$ cat config.mk
export PLATFORM = sky130hd
export DESIGN_NAME = warp_controller
export DESIGN_NICKNAME = d
export VERILOG_FILES = /design/src/rtl/warp_controller.sv
export SDC_FILE = /design/constraint.sdc
export NUM_CORES = 1
export LEC_CHECK = 0
export ABC_AREA = 1
export BUFFER_PORTS_ARGS = -buffer_cell sky130_fd_sc_hd__buf_2
export CORE_MARGIN = 8
export CORE_UTILIZATION = 23
export DETAILED_ROUTE_END_ITERATION = 10
export PLACE_DENSITY = 0.44
export REMOVE_ABC_BUFFERS = 1
export SLEW_MARGIN = 25
export SYNTH_ARGS = -nofsm -noshare
export SYNTH_HDL_FRONTEND = slang
export SYNTH_SLANG_ARGS = --single-unit
$ cat constraint.sdc
create_clock -name clk_i -period 6 [get_ports clk_i]
set_clock_uncertainty 0.1 [all_clocks]
set_input_delay 0.9 -clock clk_i [delete_from_list [all_inputs] [get_ports clk_i]]
set_output_delay 0.9 -clock clk_i [all_outputs]
set_load 0.02 [all_outputs]
$ cat src/rtl/warp_controller.sv
// -----------------------------------------------------------------------------
// warp_controller
//
// Per-warp sequencing engine. Walks one warp through fetch, decode, operand
// request, optional LSU wait, execute and register update. Owns the warp PC,
// the retired-instruction counter and the kernel "done" flag. The register
// files use warp_state_o / enable_o to gate their reads and writebacks.
//
// Ports:
//   clk_i, reset_i             clock, asynchronous active-high reset
//   start_i, start_pc_i        kernel launch request and its entry PC
//   fetch_valid_o/fetch_ready_i  instruction fetch handshake for pc_o
//   decoded_*_i                decode results for the current instruction
//   branch_taken_i, branch_target_i  branch outcome, valid in EXECUTE
//   warp_execution_mask_i      active-lane mask
//   lsu_valid_o, lsu_done_i    LSU request strobe / completion
//   enable_o                   warp active (not IDLE, not DONE)
//   warp_state_o               current state encoding
//   pc_o                       current instruction address
//   done_o                     kernel finished, held until next launch
//   instr_count_o              retired instruction count (wraps)
// -----------------------------------------------------------------------------
module warp_controller #(
  parameter int                ADDR_W   = 32,
  parameter int                DATA_W   = 32,
  parameter logic [ADDR_W-1:0] RESET_PC = '0
) (
  input  logic              clk_i,
  input  logic              reset_i,
  input  logic              start_i,
  input  logic [ADDR_W-1:0] start_pc_i,
  output logic              fetch_valid_o,
  input  logic              fetch_ready_i,
  input  logic              decoded_mem_read_i,
  input  logic              decoded_mem_write_i,
  input  logic              decoded_ret_i,
  input  logic              decoded_branch_i,
  input  logic              branch_taken_i,
  input  logic [ADDR_W-1:0] branch_target_i,
  input  logic [DATA_W-1:0] warp_execution_mask_i,
  output logic              lsu_valid_o,
  input  logic              lsu_done_i,
  output logic              enable_o,
  output logic [2:0]        warp_state_o,
  output logic [ADDR_W-1:0] pc_o,
  output logic              done_o,
  output logic [31:0]       instr_count_o
);

  typedef enum logic [2:0] {
    WARP_IDLE    = 3'd0,
    WARP_FETCH   = 3'd1,
    WARP_DECODE  = 3'd2,
    WARP_REQUEST = 3'd3,
    WARP_WAIT    = 3'd4,
    WARP_EXECUTE = 3'd5,
    WARP_UPDATE  = 3'd6,
    WARP_DONE    = 3'd7
  } warp_state_e;

  warp_state_e       state_q;
  logic [ADDR_W-1:0] pc_q;
  logic              done_q;
  logic [31:0]       instr_count_q;
  logic              br_is_q;
  logic              br_taken_q;
  logic [ADDR_W-1:0] br_target_q;

  // A memory instruction with no active lanes never talks to the LSU.
  logic mem_access_d;
  assign mem_access_d = (decoded_mem_read_i | decoded_mem_write_i) &
                        (|warp_execution_mask_i);

  always_ff @(posedge clk_i or posedge reset_i) begin
    if (reset_i) begin
      state_q       <= WARP_IDLE;
      pc_q          <= RESET_PC;
      done_q        <= 1'b0;
      instr_count_q <= '0;
      br_is_q       <= 1'b0;
      br_taken_q    <= 1'b0;
      br_target_q   <= '0;
    end else begin
      case (state_q)
        WARP_IDLE: begin
          if (start_i) begin
            pc_q          <= start_pc_i;
            done_q        <= 1'b0;
            instr_count_q <= '0;
            state_q       <= WARP_FETCH;
          end
        end
        WARP_FETCH: begin
          if (fetch_ready_i) state_q <= WARP_DECODE;
        end
        WARP_DECODE: state_q <= WARP_REQUEST;
        WARP_REQUEST: begin
          state_q <= mem_access_d ? WARP_WAIT : WARP_EXECUTE;
        end
        WARP_WAIT: begin
          if (lsu_done_i) state_q <= WARP_EXECUTE;
        end
        WARP_EXECUTE: begin
          // Branch outcome is only valid this cycle; hold it for UPDATE.
          br_is_q     <= decoded_branch_i;
          br_taken_q  <= branch_taken_i;
          br_target_q <= branch_target_i;
          state_q     <= WARP_UPDATE;
        end
        WARP_UPDATE: begin
          instr_count_q <= instr_count_q + 32'd1;
          if (decoded_ret_i) begin
            // done rises together with entry into DONE.
            done_q  <= 1'b1;
            state_q <= WARP_DONE;
          end else if (br_is_q && br_taken_q) begin
            pc_q    <= br_target_q;
            state_q <= WARP_FETCH;
          end else begin
            pc_q    <= pc_q + {{(ADDR_W-1){1'b0}}, 1'b1};
            state_q <= WARP_FETCH;
          end
        end
        WARP_DONE: state_q <= WARP_IDLE;
        default:   state_q <= WARP_IDLE;
      endcase
    end
  end

  assign fetch_valid_o = (state_q == WARP_FETCH);
  assign lsu_valid_o   = (state_q == WARP_REQUEST) & mem_access_d;
  assign enable_o      = (state_q != WARP_IDLE) & (state_q != WARP_DONE);
  assign warp_state_o  = state_q;
  assign pc_o          = pc_q;
  assign done_o        = done_q;
  assign instr_count_o = instr_count_q;

endmodule

After elaboration in Yosys (flattened, before gate mapping)
Index checks and enable logic that the tools add are counted.
Widths: inputs -> output; s select.
{"block": "totals", "register_bits": 102}
{"block": "op_classes", "addsub": 2, "n_eq_ne": 13, "muxes": 15, "bitwise": 4, "reduce_logical": 9}
{"operator": "$mux 32", "count": 4}
{"operator": "$pmux 32 s2", "count": 2}
{"operator": "$add 32x1->32 const B", "count": 2}
{"operator": "$reduce_or 32->1", "count": 1}
{"operator": "$pmux 3 s8", "count": 1}
{"operator": "$eq 3x3->1 const B", "count": 4}
{"operator": "$mux 3", "count": 4}
{"operator": "$reduce_and 3->1", "count": 3}
{"operator": "$ne 2x2->1 const B", "count": 4}
{"operator": "$eq 3x2->1 const B", "count": 2}
{"operator": "$and 1x1->1", "count": 3}
{"operator": "$eq 3x1->1 const B", "count": 1}
{"operator": "$logic_not 3->1", "count": 1}
{"operator": "$mux 1", "count": 3}
{"operator": "$ne 3x3->1 const B", "count": 1}
{"operator": "$reduce_bool 3->1", "count": 1}
{"operator": "$ne 2x1->1 const B", "count": 1}
{"operator": "$pmux 1 s2", "count": 1}
{"operator": "$reduce_and 2->1", "count": 1}
{"operator": "$reduce_bool 2->1", "count": 1}
{"operator": "$logic_and 1x1->1", "count": 1}
{"operator": "$or 1x1->1", "count": 1}

Longest topological paths before layout
{"block": "logic_depth", "ltp_word": 4, "ltp_mapped": 11}

Worst setup path before layout
Ideal clock, no wire load.
{"block": "synth_timing", "path_kind": "input-to-output", "from": "input warp_execution_mask_i[7]", "to": "output lsu_valid_o", "arrival_time_ns": 1.471, "required_time_ns": 5.000, "slack_ns": 3.529, "stages": 6, "path_buffers": 0, "path_cell_list": "nor2_1 -> nand2_1 -> nor2_1 -> nand4_1 -> o21ai_0 -> nor2_1"}
{"block": "synth_between", "elab_chain_len": 3}
{"item": "from (decl)", "line_no": "40", "rtl": "input logic [DATA_W-1:0] warp_execution_mask_i,"}
{"item": "$reduce_or 32->1", "line_no": "72", "rtl": "(|warp_execution_mask_i);"}
{"item": "$and 1x1->1", "line_no": "71", "rtl": "assign mem_access_d = (decoded_mem_read_i | decoded_mem_write_i) &"}
{"item": "$and 1x1->1", "line_no": "131", "rtl": "assign lsu_valid_o = (state_q == WARP_REQUEST) & mem_access_d;"}
{"item": "to (decl)", "line_no": "41", "rtl": "output logic lsu_valid_o,"}
Every way passes these cells.

Final worst setup path
{"block": "layout_timing", "from": "register state_q[1], in the netlist warp_state_o[1]", "to": "register pc_q[7], in the netlist pc_o[7]"}
{"block": "layout_between", "elab_chain_len": 3}
{"item": "from (decl)", "line_no": "61", "rtl": "warp_state_e state_q;"}
{"item": "from (signal assigned)", "line_no": "98", "rtl": "state_q <= mem_access_d ? WARP_WAIT : WARP_EXECUTE;"}
{"item": "$eq 3x3->1 / $logic_not 3->1 (equally long branches)", "line_no": "84", "rtl": "case (state_q)"}
{"item": "$ne 2x2->1 (no source line) / $reduce_bool 2->1 (equally long branches)"}
{"item": "$reduce_and 3->1 (no source line)"}
{"item": "to (signal assigned)", "line_no": "87", "rtl": "pc_q <= start_pc_i;"}
{"item": "to (signal assigned)", "line_no": "117", "rtl": "pc_q <= br_target_q;"}
{"item": "to (signal assigned)", "line_no": "120", "rtl": "pc_q <= pc_q + {{(ADDR_W-1){1'b0}}, 1'b1};"}
{"item": "to (decl)", "line_no": "62", "rtl": "logic [ADDR_W-1:0] pc_q;"}
Parallel ways exist; a longest one is shown, timed or not.
A chain may end at the register's enable or synchronous reset.

==> results_dict.tcl <==
set metrics [dict create \
    status "finished, final reports clean" \
    yosys-top-cells-area "dfrtp_1 (41%), nand2_1 (12%), a21oi_1 (8.6%)" \
    ir_drop_v 0.000130 \
    drt_iter0_markers 363 \
    setup.worst_path.end_class "flip-flop" \
    globalRouteTotalUtil_pct 13.2 \
    fin_crit_ps 2920 \
    clk_latency_ps 350 \
    worstPathCellList "inv_1, nor2_2, nand2_4, inv_4, nand2_2, nand2_4, inv_2, o21ai_1, o21ai_1" \
    max_stage_delay_ps 600 \
    fmax_mhz 343 \
    core_sq_um 26700 \
    synthCells 890 \
    cts-resized-gates 0 \
    cts_buffers 9 \
    antenna_found_initial 4 \
    io_pins 177 \
    gp_congestion 0.823 \
    slew_headroom_pct 44.9 \
    hold_viol 0 \
    power_density_nw_per_um2 454 \
    synth_top_area_share_pct 41.1 \
    fin_nets 1162 \
    cts_sinks 102 \
    min_period_over_period_pct 48.6 \
    yosysWarnings 0 \
    clock_path_buffers 2 \
    area_growth_pct 23.5 \
    seq_area_frac_synth_pct 41.1 \
    leakagePower_nw 3.81 \
    start_util_pct 23.2 \
    cts-htree-levels 3 \
    ys_ff_latch 102 \
    die_w_um 180 \
    syn_avg_cell_area_sq_um 6.98 \
    cts_hold_buf 0 \
    cp.required_ps 6180 \
    synth-compound-area-share_pct 14.7 \
    vias 6187 \
    rsz0062_at_grt "false" \
    overflow 0 \
    worst_pin_slew_ps 826 \
    ff2ff_path_depth 9 \
    fin_cells 1397 \
    synthDistinctLibCells 40 \
    vias_per_cell 4.43 \
    drive_gt1_share_pct 22.0 \
    dp.cells 1384 \
    drt_wl_total_um 22000 \
    synth_mux_area_share_pct 1.97 \
    synthSimpleGateAreaFrac_pct 31.7 \
    grt_pass1_vias 6141 \
    place_ws_ps 3030 \
    hp-class "flip-flop to flip-flop" \
    tns_ps 0 \
    dieArea_sq_um 32500 \
    cpMaxStageDelayCell "nand2_4" \
    drtAntennaViolNets 0 \
    clkTransAtPathRegs_ps 70 \
    crit_path_max_fanout 68 \
    synth-edff-count 0 \
    grt_max_degree 69 \
    path_class "flip-flop to flip-flop" \
    synth_largest_area_cell "dfrtp_1" \
    fillCellCount 3008 \
    dr.pass1.iters 5 \
    diodes 0 \
    post-route-util_pct 28.7 \
    synth_xor_area_share_pct 0.987 \
    drv_slew 0 \
    synth_top_family_by_area "simple AND/OR/NAND/NOR gates" \
    ys_async_sr_fraction_pct 100 \
    setup_slack_ps 3080 \
    setup_viol 0 \
    grt_pass1_wl_um 34600 \
    synth_flop_cell "dfrtp_1" \
    wl_per_cell_um 15.7 \
    post-cts-setup-buffers 0 \
    synthAdderAreaFrac_pct 0.403 \
    root_buffer "clkbuf_16" \
    worst_ep_arrival_time_ps 3090 \
    whs_path_depth 2 \
    cp-start-kind "flip-flop" \
    drv_cap 0 \
    port_buffers 176 \
    cts_tree "built" \
    synth_area_sq_um 6210 \
    drt_drc_violations_left 0 \
    place_hpwl_um 16800 \
    num_rows 60 \
    die_y_um 180 \
]
==> flip-flops by register name, summed over array words and instances (netlist names) <==
signal and count:
pc_o 32, br_is_q 1, done_o 1, br_target_q 32, instr_count_o 32, br_taken_q 1, warp_state_o 3
==> routing by layer <==
layer | global-route usage [%] | wire [um]
met1 | 16.3 | 9830
met2 | 22.4 | 10600
met3 | 4.15 | 1380
met4 | 2.28 | 163
met5 | 0 | 56
==> final timing paths <==
| path | from | to | slack [ps] |
|---|---|---|---|
| setup / recovery | warp_state_o[1] | pc_o[7] | 3080 |
| hold / removal | done_o | done_o | 380 |
| setup reg to reg | warp_state_o[1] | pc_o[7] | 3080 |
| hold reg to reg | done_o | done_o | 380 |
| max in group asynchronous | reset_i | pc_o[17] | 4070 |
| min in group asynchronous | reset_i | instr_count_o[27] | 570 |
==> power by group <==
group	switching, mW	internal, mW
registers	0.305	0.966
logic	1.10	0.527
clock network	0.262	0.328
==> worst max-delay path, delay by kind of cell (launching register included) <==
family	cells	cell delay, ps
flops	1	400
buf+inv	3	910
compound gates	2	280
simple gates	4	1100
==> metrics by stage <==
stage | hold WS, ps | cell area, sq um | total power [mW]
floorplan | 364 | 6060 | 2.30
global placement | 364 | 7400 | 2.92
detailed placement | 359 | 7400 | 2.94
CTS | 383 | 7680 | 3.55
global route | 417 | 7680 | 3.80
finish | 382 | 7680 | 3.49
==> final cells by class <==
cell class | count | area, sq um | share of cell area (%)
Timing Repair Buffer | 180 | 911 | 11.9
Clock buffer | 11 | 243 | 3.16
Inverter | 109 | 414 | 5.40
Clock inverter | 2 | 35.0 | 0.456
Sequential cell | 102 | 2550 | 33.3
Multi-Input combinational cell | 652 | 3090 | 40.3
Tap cell | 341 | 427 | 5.56
==> layout by cell type (no fill, tap or decap), types with 6 or more instances in the layout <==
| cell type | instances |
|---|---|
| nand3b_1 | 8 |
| nor3_1 | 11 |
| nor2_1 | 142 |
| o21ai_1 | 6 |
| clkbuf_16 | 9 |
| a21oi_1 | 107 |
| o21ai_0 | 45 |
| nand3_1 | 59 |
| nand2_2 | 6 |
| xor2_1 | 7 |
| inv_1 | 102 |
| mux2_2 | 9 |
| nand4_1 | 9 |
| nor2_2 | 10 |
| dfrtp_1 | 102 |
| buf_2 | 176 |
| nand2_1 | 200 |
==> kinds of logic (layout without fill, tap and decap cells) <==
logic type               after synthesis  in the layout
AO/OA/AOI/OAI                        175            175
XOR/XNOR                               7              7
adder cells (fa/ha/maj)                2              2
buffers and inverters                136            302
flip-flops                           102            102
multiplexers                          11             11
AND/OR/NAND/NOR                      457            457
==> synthesized netlist by cell type (7+ instances only) <==
cell,n
a21oi_1,107
buf_2,12
clkbuf_1,7
dfrtp_1,102
inv_1,103
mux2_2,9
nand2_1,201
nand3_1,59
nand3b_1,8
nand4_1,9
nor2_1,142
nor2_2,10
nor3_1,11
o21ai_0,45
xor2_1,7
No activity file was read; power rests on OpenSTA's default activity.
